### src/rtl/multicycle_mips_if.sv
// Memory-side bus of multicycle_mips: instruction fetch port, data-memory port
// (active-low CEN/OEN/WEN) and the retire pulse.
interface multicycle_mips_if #(
  parameter int unsigned DMEM_AW = 7
);
  logic [31:0]        IR_addr;
  logic [31:0]        IR;
  logic               IR_ready;
  logic [31:0]        ReadDataMem;
  logic               DMEM_ready;
  logic               CEN;
  logic               OEN;
  logic               WEN;
  logic [DMEM_AW-1:0] A;
  logic [31:0]        Data2Mem;
  logic               retire;

  // Core side.
  modport master (
    output IR_addr, CEN, OEN, WEN, A, Data2Mem, retire,
    input  IR, IR_ready, ReadDataMem, DMEM_ready
  );

  // Memory / environment side.
  modport slave (
    input  IR_addr, CEN, OEN, WEN, A, Data2Mem, retire,
    output IR, IR_ready, ReadDataMem, DMEM_ready
  );
endinterface

### src/rtl/multicycle_mips.sv
// multicycle_mips: multi-cycle MIPS subset core, FETCH/DECODE/EXECUTE/MEM/WRITEBACK.
// Stalls on IR_ready and DMEM_ready. Define MULT_EN to add HI/LO with mult/mfhi/mflo.
module multicycle_mips #(
  parameter int unsigned DMEM_AW   = 7,
  parameter logic [31:0] RESET_PC  = 32'h0000_0000,
  parameter int unsigned NREG_LOG2 = 5
) (
  input logic               clk,
  input logic               rst_n,
  multicycle_mips_if.master bus
);
  localparam int unsigned NReg = 2 ** NREG_LOG2;

  typedef enum logic [2:0] {StFetch, StDecode, StExecute, StMem, StWriteback} state_e;

  state_e               state_q, state_d;
  logic [31:0]          pc_q, ir_q, a_q, b_q, imm_q, alu_q, mdr_q;
  logic [31:0]          rf_q [NReg];
  logic [31:0]          alu_res, pc4, npc, wb_data;
  logic [NREG_LOG2-1:0] rs, rt, rd, wr_idx;
  logic [5:0]           opcode, funct;
  logic [4:0]           shamt;
  logic is_r, r_alu, is_jr, is_addi, is_lw, is_sw, is_beq, is_bne, is_j, is_jal;
  logic is_mult, is_mfhi, is_mflo, to_wb;

  assign opcode  = ir_q[31:26];
  assign funct   = ir_q[5:0];
  assign shamt   = ir_q[10:6];
  assign rs      = ir_q[21 +: NREG_LOG2];
  assign rt      = ir_q[16 +: NREG_LOG2];
  assign rd      = ir_q[11 +: NREG_LOG2];

  assign is_r    = (opcode == 6'h00);
  assign r_alu   = is_r && (funct inside {6'h20, 6'h22, 6'h24, 6'h25, 6'h2a, 6'h00, 6'h02});
  assign is_jr   = is_r && (funct == 6'h08);
  assign is_addi = (opcode == 6'h08);
  assign is_lw   = (opcode == 6'h23);
  assign is_sw   = (opcode == 6'h2b);
  assign is_beq  = (opcode == 6'h04);
  assign is_bne  = (opcode == 6'h05);
  assign is_j    = (opcode == 6'h02);
  assign is_jal  = (opcode == 6'h03);

`ifdef MULT_EN
  logic [31:0] hi_q, lo_q;
  logic [63:0] mul_q;
  assign is_mult = is_r && (funct == 6'h18);
  assign is_mfhi = is_r && (funct == 6'h10);
  assign is_mflo = is_r && (funct == 6'h12);
`else
  assign is_mult = 1'b0;
  assign is_mfhi = 1'b0;
  assign is_mflo = 1'b0;
`endif

  // Anything not going to MEM or WRITEBACK (branches, jumps, unknowns) retires in EXECUTE.
  assign to_wb  = r_alu | is_addi | is_mult | is_mfhi | is_mflo;
  assign wr_idx = is_mult ? '0 : (is_r ? rd : rt);
  assign pc4    = pc_q + 32'd4;

  assign bus.IR_addr = pc_q;

  // ALU: effective address for lw/sw, immediate add, R-type operations.
  always_comb begin
    alu_res = '0;
    if (is_addi || is_lw || is_sw) begin
      alu_res = a_q + imm_q;
    end else if (is_r) begin
      case (funct)
        6'h20:   alu_res = a_q + b_q;
        6'h22:   alu_res = a_q - b_q;
        6'h24:   alu_res = a_q & b_q;
        6'h25:   alu_res = a_q | b_q;
        6'h2a:   alu_res = {31'b0, $signed(a_q) < $signed(b_q)};
        6'h00:   alu_res = b_q << shamt;
        6'h02:   alu_res = b_q >> shamt;
        default: alu_res = '0;
      endcase
    end
  end

  // PC chosen at the end of EXECUTE for control-flow and unknown instructions.
  always_comb begin
    npc = pc4;
    if (is_beq && (a_q == b_q)) npc = pc4 + {imm_q[29:0], 2'b00};
    if (is_bne && (a_q != b_q)) npc = pc4 + {imm_q[29:0], 2'b00};
    if (is_j || is_jal)         npc = {pc4[31:28], ir_q[25:0], 2'b00};
    if (is_jr)                  npc = a_q;
  end

  // Register-file write data in WRITEBACK.
  always_comb begin
    wb_data = alu_q;
    if (is_lw) wb_data = mdr_q;
`ifdef MULT_EN
    if (is_mfhi) wb_data = hi_q;
    if (is_mflo) wb_data = lo_q;
`endif
  end

  // FSM state register.
  always_ff @(posedge clk) begin
    if (!rst_n) state_q <= StFetch;
    else        state_q <= state_d;
  end

  // FSM next state and bus outputs; strobes are idle outside MEM.
  always_comb begin
    state_d      = state_q;
    bus.CEN      = 1'b1;
    bus.OEN      = 1'b1;
    bus.WEN      = 1'b1;
    bus.A        = '0;
    bus.Data2Mem = '0;
    bus.retire   = 1'b0;
    unique case (state_q)
      StFetch:  if (bus.IR_ready) state_d = StDecode;
      StDecode: state_d = StExecute;
      StExecute: begin
        if (is_lw || is_sw) begin
          state_d = StMem;
        end else if (to_wb) begin
          state_d = StWriteback;
        end else begin
          state_d    = StFetch;
          bus.retire = 1'b1;
        end
      end
      StMem: begin
        bus.CEN = 1'b0;
        bus.A   = alu_q[DMEM_AW+1:2];
        if (is_lw) begin
          bus.OEN = 1'b0;
        end else begin
          bus.WEN      = 1'b0;
          bus.Data2Mem = b_q;
        end
        if (bus.DMEM_ready) begin
          if (is_lw) begin
            state_d = StWriteback;
          end else begin
            state_d    = StFetch;
            bus.retire = 1'b1;
          end
        end
      end
      StWriteback: begin
        state_d    = StFetch;
        bus.retire = 1'b1;
      end
      default: state_d = StFetch;
    endcase
  end

  // Datapath registers, PC and register file.
  always_ff @(posedge clk) begin
    if (!rst_n) begin
      pc_q  <= RESET_PC;
      ir_q  <= '0;
      a_q   <= '0;
      b_q   <= '0;
      imm_q <= '0;
      alu_q <= '0;
      mdr_q <= '0;
      for (int unsigned i = 0; i < NReg; i++) rf_q[i] <= '0;
`ifdef MULT_EN
      hi_q  <= '0;
      lo_q  <= '0;
      mul_q <= '0;
`endif
    end else begin
      unique case (state_q)
        StFetch: if (bus.IR_ready) ir_q <= bus.IR;
        StDecode: begin
          a_q   <= rf_q[rs];
          b_q   <= rf_q[rt];
          imm_q <= {{16{ir_q[15]}}, ir_q[15:0]};
        end
        StExecute: begin
          alu_q <= alu_res;
`ifdef MULT_EN
          mul_q <= $signed({{32{a_q[31]}}, a_q}) * $signed({{32{b_q[31]}}, b_q});
`endif
          if (!(is_lw || is_sw || to_wb)) pc_q <= npc;
          if (is_jal) rf_q[{NREG_LOG2{1'b1}}] <= pc4;
        end
        StMem: begin
          if (bus.DMEM_ready) begin
            if (is_lw) mdr_q <= bus.ReadDataMem;
            else       pc_q  <= pc4;
          end
        end
        StWriteback: begin
          pc_q <= pc4;
          if (wr_idx != '0) rf_q[wr_idx] <= wb_data;
`ifdef MULT_EN
          if (is_mult) {hi_q, lo_q} <= mul_q;
`endif
        end
        default: ;
      endcase
    end
  end
endmodule

### src/flat_wrapper.sv
// flat-port wrapper written by rule: the top's interface ports become plain ports
module multicycle_mips_flat 
#(
  parameter int unsigned DMEM_AW   = 7,
  parameter logic [31:0] RESET_PC  = 32'h0000_0000,
  parameter int unsigned NREG_LOG2 = 5
)
  (clk, rst_n, bus_IR_addr, bus_CEN, bus_OEN, bus_WEN, bus_A, bus_Data2Mem, bus_retire, bus_IR, bus_IR_ready, bus_ReadDataMem, bus_DMEM_ready);
  multicycle_mips_if #(.DMEM_AW(DMEM_AW)) bus_i ();
  input logic clk;
  input logic rst_n;
  output wire logic [$bits(bus_i.IR_addr)-1:0] bus_IR_addr;
  output wire logic [$bits(bus_i.CEN)-1:0] bus_CEN;
  output wire logic [$bits(bus_i.OEN)-1:0] bus_OEN;
  output wire logic [$bits(bus_i.WEN)-1:0] bus_WEN;
  output wire logic [$bits(bus_i.A)-1:0] bus_A;
  output wire logic [$bits(bus_i.Data2Mem)-1:0] bus_Data2Mem;
  output wire logic [$bits(bus_i.retire)-1:0] bus_retire;
  input wire logic [$bits(bus_i.IR)-1:0] bus_IR;
  input wire logic [$bits(bus_i.IR_ready)-1:0] bus_IR_ready;
  input wire logic [$bits(bus_i.ReadDataMem)-1:0] bus_ReadDataMem;
  input wire logic [$bits(bus_i.DMEM_ready)-1:0] bus_DMEM_ready;
  assign bus_IR_addr = bus_i.IR_addr;
  assign bus_CEN = bus_i.CEN;
  assign bus_OEN = bus_i.OEN;
  assign bus_WEN = bus_i.WEN;
  assign bus_A = bus_i.A;
  assign bus_Data2Mem = bus_i.Data2Mem;
  assign bus_retire = bus_i.retire;
  assign bus_i.IR = bus_IR;
  assign bus_i.IR_ready = bus_IR_ready;
  assign bus_i.ReadDataMem = bus_ReadDataMem;
  assign bus_i.DMEM_ready = bus_DMEM_ready;
  multicycle_mips #(.DMEM_AW(DMEM_AW), .RESET_PC(RESET_PC), .NREG_LOG2(NREG_LOG2)) u_core (.clk(clk), .rst_n(rst_n), .bus(bus_i));
endmodule
### config.mk
export PLATFORM = sky130hd
export DESIGN_NAME = multicycle_mips_flat
export DESIGN_NICKNAME = d
export VERILOG_FILES = /design/src/rtl/multicycle_mips_if.sv /design/src/rtl/multicycle_mips.sv /design/src/flat_wrapper.sv
export SDC_FILE = /design/constraint.sdc
export NUM_CORES = 2
export LEC_CHECK = 0
export CAP_MARGIN = 10
export CELL_PAD_IN_SITES_DETAIL_PLACEMENT = 0
export CELL_PAD_IN_SITES_GLOBAL_PLACEMENT = 1
export CORE_MARGIN = 10
export CORE_UTILIZATION = 52
export DETAILED_ROUTE_END_ITERATION = 10
export PLACE_DENSITY = 0.91
export SYNTH_ARGS = -nofsm -noshare
export SYNTH_HDL_FRONTEND = slang
export SYNTH_SLANG_ARGS = --single-unit
### constraint.sdc
create_clock -name clk -period 4.45 [get_ports clk]
set_clock_uncertainty 0.2 [all_clocks]
set_input_delay 0.6675 -clock clk [delete_from_list [all_inputs] [get_ports clk]]
set_output_delay 0.6675 -clock clk [all_outputs]
set_load 0.05 [all_outputs]
==> out/results.env <==
TOTALNEGATIVESETUPSLACK_NS=0
POST_SYNTH_INST_COUNT=6046
ANT_NETS=0
CLK_LATENCY_NS=0.80
POST_ROUTE_CLOCK_PERIOD_UTILIZATION=0.969
HOLD_END='u_core.ir_q[23]'
TOP_LEVEL_PORTS=143
PERIOD_MINUS_SLACK_NS=4.31
COMBINATIONALPOWERSHARE=0.186
ASYNC_RESET_FF_FRAC=0
MOSTFREQUENTLAYOUTCELL='sky130_fd_sc_hd__nor2_1'
NUMBER_OF_DRC_VIOLATIONS_AFTER_DETAILED_ROUTING=0
CRIT_PATH_DAT_NS=3.44
FF2FF_PATH_DEPTH=14
CRIT_FANOUT=18
CRITICALPATHCATEGORY='reg -> out'
INTERNAL_POWER_mW=21.5
DRT-WIRELENGTH-PER-CELL_UM=37.2
DRT-INITIAL-DRC-COUNT=10700
POSTSYNTH.TOPFLOPCELL='sky130_fd_sc_hd__edfxtp_1'
RUN_STATUS='finished clean'
DRTPASS1ITERATIONS=7
POST-CTS-SETUP-BUFFER-COUNT=0
HP-CLASS='in -> reg'
GRT_FIRST_PASS_WIRELENGTH_UM=431000
CRIT-REG2REG-LAUNCH='u_core.a_q[0]'
WARNINGS_FROM_YOSYS=0
ANTENNA_FOUND_INITIAL=18
MAX_CLOCK_FREQ_MHz=232
WORST_HOLD_PATH.NUM_CELLS=3
VIAS_PER_CELL=7.25
DIEHEIGHT_UM=394
LAYOUT-DRIVE-GT1-SHARE=0.241
HPWL_UM=209000
R2R_ENDPOINT='u_core.alu_q[14]'
INTERNAL_REG_TO_REG_SETUP_SLACK_NS=0.17
GROUTE.USAGE.OVERALL=0.386
DIE_WIDTH_UM=394
P_LEAK_nW=28.2
POWER.SWITCHING_mW=8.89
NNETSFINAL=6507
SYNTH.LIB_CELLS_USED.DISTINCT=90
GRT_START_MAX_NET_PINS=88
NETLIST_TOP_CELLS_AREA='sky130_fd_sc_hd__edfxtp_1, sky130_fd_sc_hd__mux4_2, sky130_fd_sc_hd__nor2_1'
CLOCKPOWERSHARE=0.374
CTS.HTREE.LEVELS=4
WORST_HOLD_STARTPOINT='bus_IR[23]'
TIMING.CRITICAL_PATH.REQUIRED_NS=3.58
TIMING.FINAL.SETUP_VIOLATIONS=0
TIMING.SLEW.HEADROOM=0.189
FILLCELLCOUNT=10800
FINAL_HOLD_VIOL_COUNT=0
DR_TOTAL_VIAS=59900
POST_SYNTH.CELL_AREA_AVG_UM2=12.0
CLOCK-SINKS=1235
SYNTHESIS.AREA_MM2=0.0726
POWER.DENSITY_CELL_AREA_mW_PER_MM2=364
ROUTE.FINAL.WIRE_LENGTH_UM=307000
GRT_PASS1_VIAS=58000
ROW_COUNT=137
SYNTHDOMINANTAREACELLTYPE='sky130_fd_sc_hd__edfxtp_1'
TIMING_MAX_TRANSITION_VIOLATIONS_FINAL=0
SETUP.WORST_PATH.START_CLASS='flop'
FLOORPLAN.INITIALDENSITY=0.522
CTS_TREE='built'
CLK_PIN_SLEW_NS=0.06
GRT.OVERFLOW.TOTAL=0
SHARE_SEQ_OF_TOTAL_POWER=0.439
GP_ROUTABILITY_CONGESTION=1.06
CTS_BUFFER_DEPTH=3
MULTI_INPUT_AREA_MM2=0.0356
P_SW_FRAC=0.293
MAX_CAP_VIOLATIONS=0
EDFF_COUNT_SYNTH=1024
CRITICAL_PATH.ENDPOINT_TYPE='output port'
SEQ_AREA_MM2=0.0350
SYNTHDOMINANTCELLAREASHARE=0.424
MAXIMUM_VDD_IR_DROP_mV=0.437
DIEAREA_MM2=0.155
WORST_PIN_SLEW_NS=1.19
TRITONCTS.NUM_BUFFERS=136
PORTBUFFERS=142
COREAREA_MM2=0.139
LAYOUT_COMMON_CELLS='sky130_fd_sc_hd__nor2_1, sky130_fd_sc_hd__edfxtp_1, sky130_fd_sc_hd__mux4_2, sky130_fd_sc_hd__buf_4, sky130_fd_sc_hd__nand2_1'
MASTER_CELL_OF_THE_CLOCK_ROOT_BUFFER='sky130_fd_sc_hd__clkbuf_16'
RSZ0062_AT_GRT='no'
SYNTH_SEQ_AREA_SHARE=0.482
SYNTH-SEQ-CELLS=1235
SYNTHTOLAYOUTAREAGROWTH_PCT=15.0
POST-ROUTE-UTIL=0.600
## power by group through the flow
stage	Sequential [mW]	Clock [mW]	Combinational (mW)
after floorplan	13.4	0	3.09
after global placement	13.5	0	5.37
after detailed placement	13.5	0	5.39
after CTS	13.3	11.4	5.43
after global routing	13.4	11.8	5.77
final	13.3	11.4	5.66
## flip-flops by register name (all words and copies together) (netlist names)
name,flops
u_core.b_q,32
u_core.mdr_q,32
u_core.a_q,32
u_core.imm_q,16
u_core.state_q,3
u_core.alu_q,32
u_core.bus.IR_addr,32
u_core.ir_q,32
u_core.rf_q,1024
## critical path, cell delays in order (launching register included)
cell	delay [ns]
sky130_fd_sc_hd__dfxtp_1	0.49
sky130_fd_sc_hd__nand2_1	0.11
sky130_fd_sc_hd__nor2_1	0.29
sky130_fd_sc_hd__inv_1	0.17
sky130_fd_sc_hd__nor2_1	0.13
sky130_fd_sc_hd__inv_1	0.35
sky130_fd_sc_hd__buf_4	0.38
sky130_fd_sc_hd__nor2_1	0.44
sky130_fd_sc_hd__buf_4	0.30
## synthesized netlist by cell type, types with 36 or more instances
cell type / number
sky130_fd_sc_hd__inv_1: 147
sky130_fd_sc_hd__a211oi_1: 110
sky130_fd_sc_hd__o22ai_1: 40
sky130_fd_sc_hd__a221oi_1: 36
sky130_fd_sc_hd__a21oi_1: 308
sky130_fd_sc_hd__ha_1: 164
sky130_fd_sc_hd__edfxtp_1: 1024
sky130_fd_sc_hd__buf_1: 73
sky130_fd_sc_hd__o21ai_0: 202
sky130_fd_sc_hd__mux4_2: 702
sky130_fd_sc_hd__nor2_1: 1274
sky130_fd_sc_hd__mux2i_1: 139
sky130_fd_sc_hd__a21o_1: 38
sky130_fd_sc_hd__clkbuf_1: 458
sky130_fd_sc_hd__dfxtp_1: 211
sky130_fd_sc_hd__nand3_1: 62
sky130_fd_sc_hd__nor3_1: 66
sky130_fd_sc_hd__nand2_1: 376
sky130_fd_sc_hd__xnor2_1: 59
## repair_timing
action	in CTS	in global routing
hold buffers	0	0
endpoints found under the setup margin	0	6
resized for setup	0	7
## worst max path at each step
stage / cells after the start / from / endpoint
2_1_floorplan: 16 / u_core.bus.IR_addr[5] / u_core.bus.IR_addr[31]
3_3_place_gp: 14 / u_core.bus.IR_addr[8] / u_core.bus.IR_addr[30]
3_5_place_dp: 13 / u_core.bus.IR_addr[4] / u_core.bus.IR_addr[30]
4_1_cts: 8 / u_core.state_q[0] / bus_Data2Mem[2]
5_1_grt: 8 / u_core.state_q[0] / bus_Data2Mem[11]
6_report: 8 / u_core.state_q[0] / bus_Data2Mem[9]
## layout make-up
type                    instances  area share
multi-input cells            4135       0.426
diodes                          6    0.000180
clock buffers                 184      0.0456
flip-flops and latches       1235       0.419
repair buffers                614      0.0668
clock inverters                59     0.00710
well taps                    1876      0.0281
inverters                     149     0.00679
## per-layer routing
layer / track usage / share of wire
met5: 0 / 0.00042
met4: 0.235 / 0.076
met3: 0.121 / 0.15
met2: 0.554 / 0.42
met1: 0.511 / 0.35
## stage by stage
| step | power [mW] | setup slack (ns) | hold slack (ns) | area, um^2 | std cells |
|---|---|---|---|---|---|
| floorplan | 16.5 | 0.253 | 0.236 | 72700 | 6077 |
| finish | 30.4 | 0.138 | 0.212 | 83500 | 8258 |
| global placement | 18.8 | 0.234 | 0.279 | 79100 | 8009 |
| CTS | 30.1 | 0.0957 | 0.170 | 83500 | 8252 |
| detailed placement | 18.9 | 0.246 | 0.282 | 79100 | 8009 |
| global route | 30.9 | 0.0338 | 0.209 | 83500 | 8253 |
## logic make-up (layout without fill, tap and decap cells)
kind of cell / after synthesis / count (layout) / synth area share
flip-flops: 1235 / 1235 / 0.482
buffers and inverters: 707 / 1006 / 0.0375
adder cells (fa/ha/maj): 168 / 168 / 0.0294
other: 1 / 38 / 0.0000516
XOR/XNOR: 90 / 90 / 0.0109
multiplexers: 847 / 847 / 0.238
AO/OA/AOI/OAI: 1007 / 1007 / 0.0889
AND/OR/NAND/NOR: 1991 / 1991 / 0.114
Note: power is estimated with default switching activity, not from simulation.
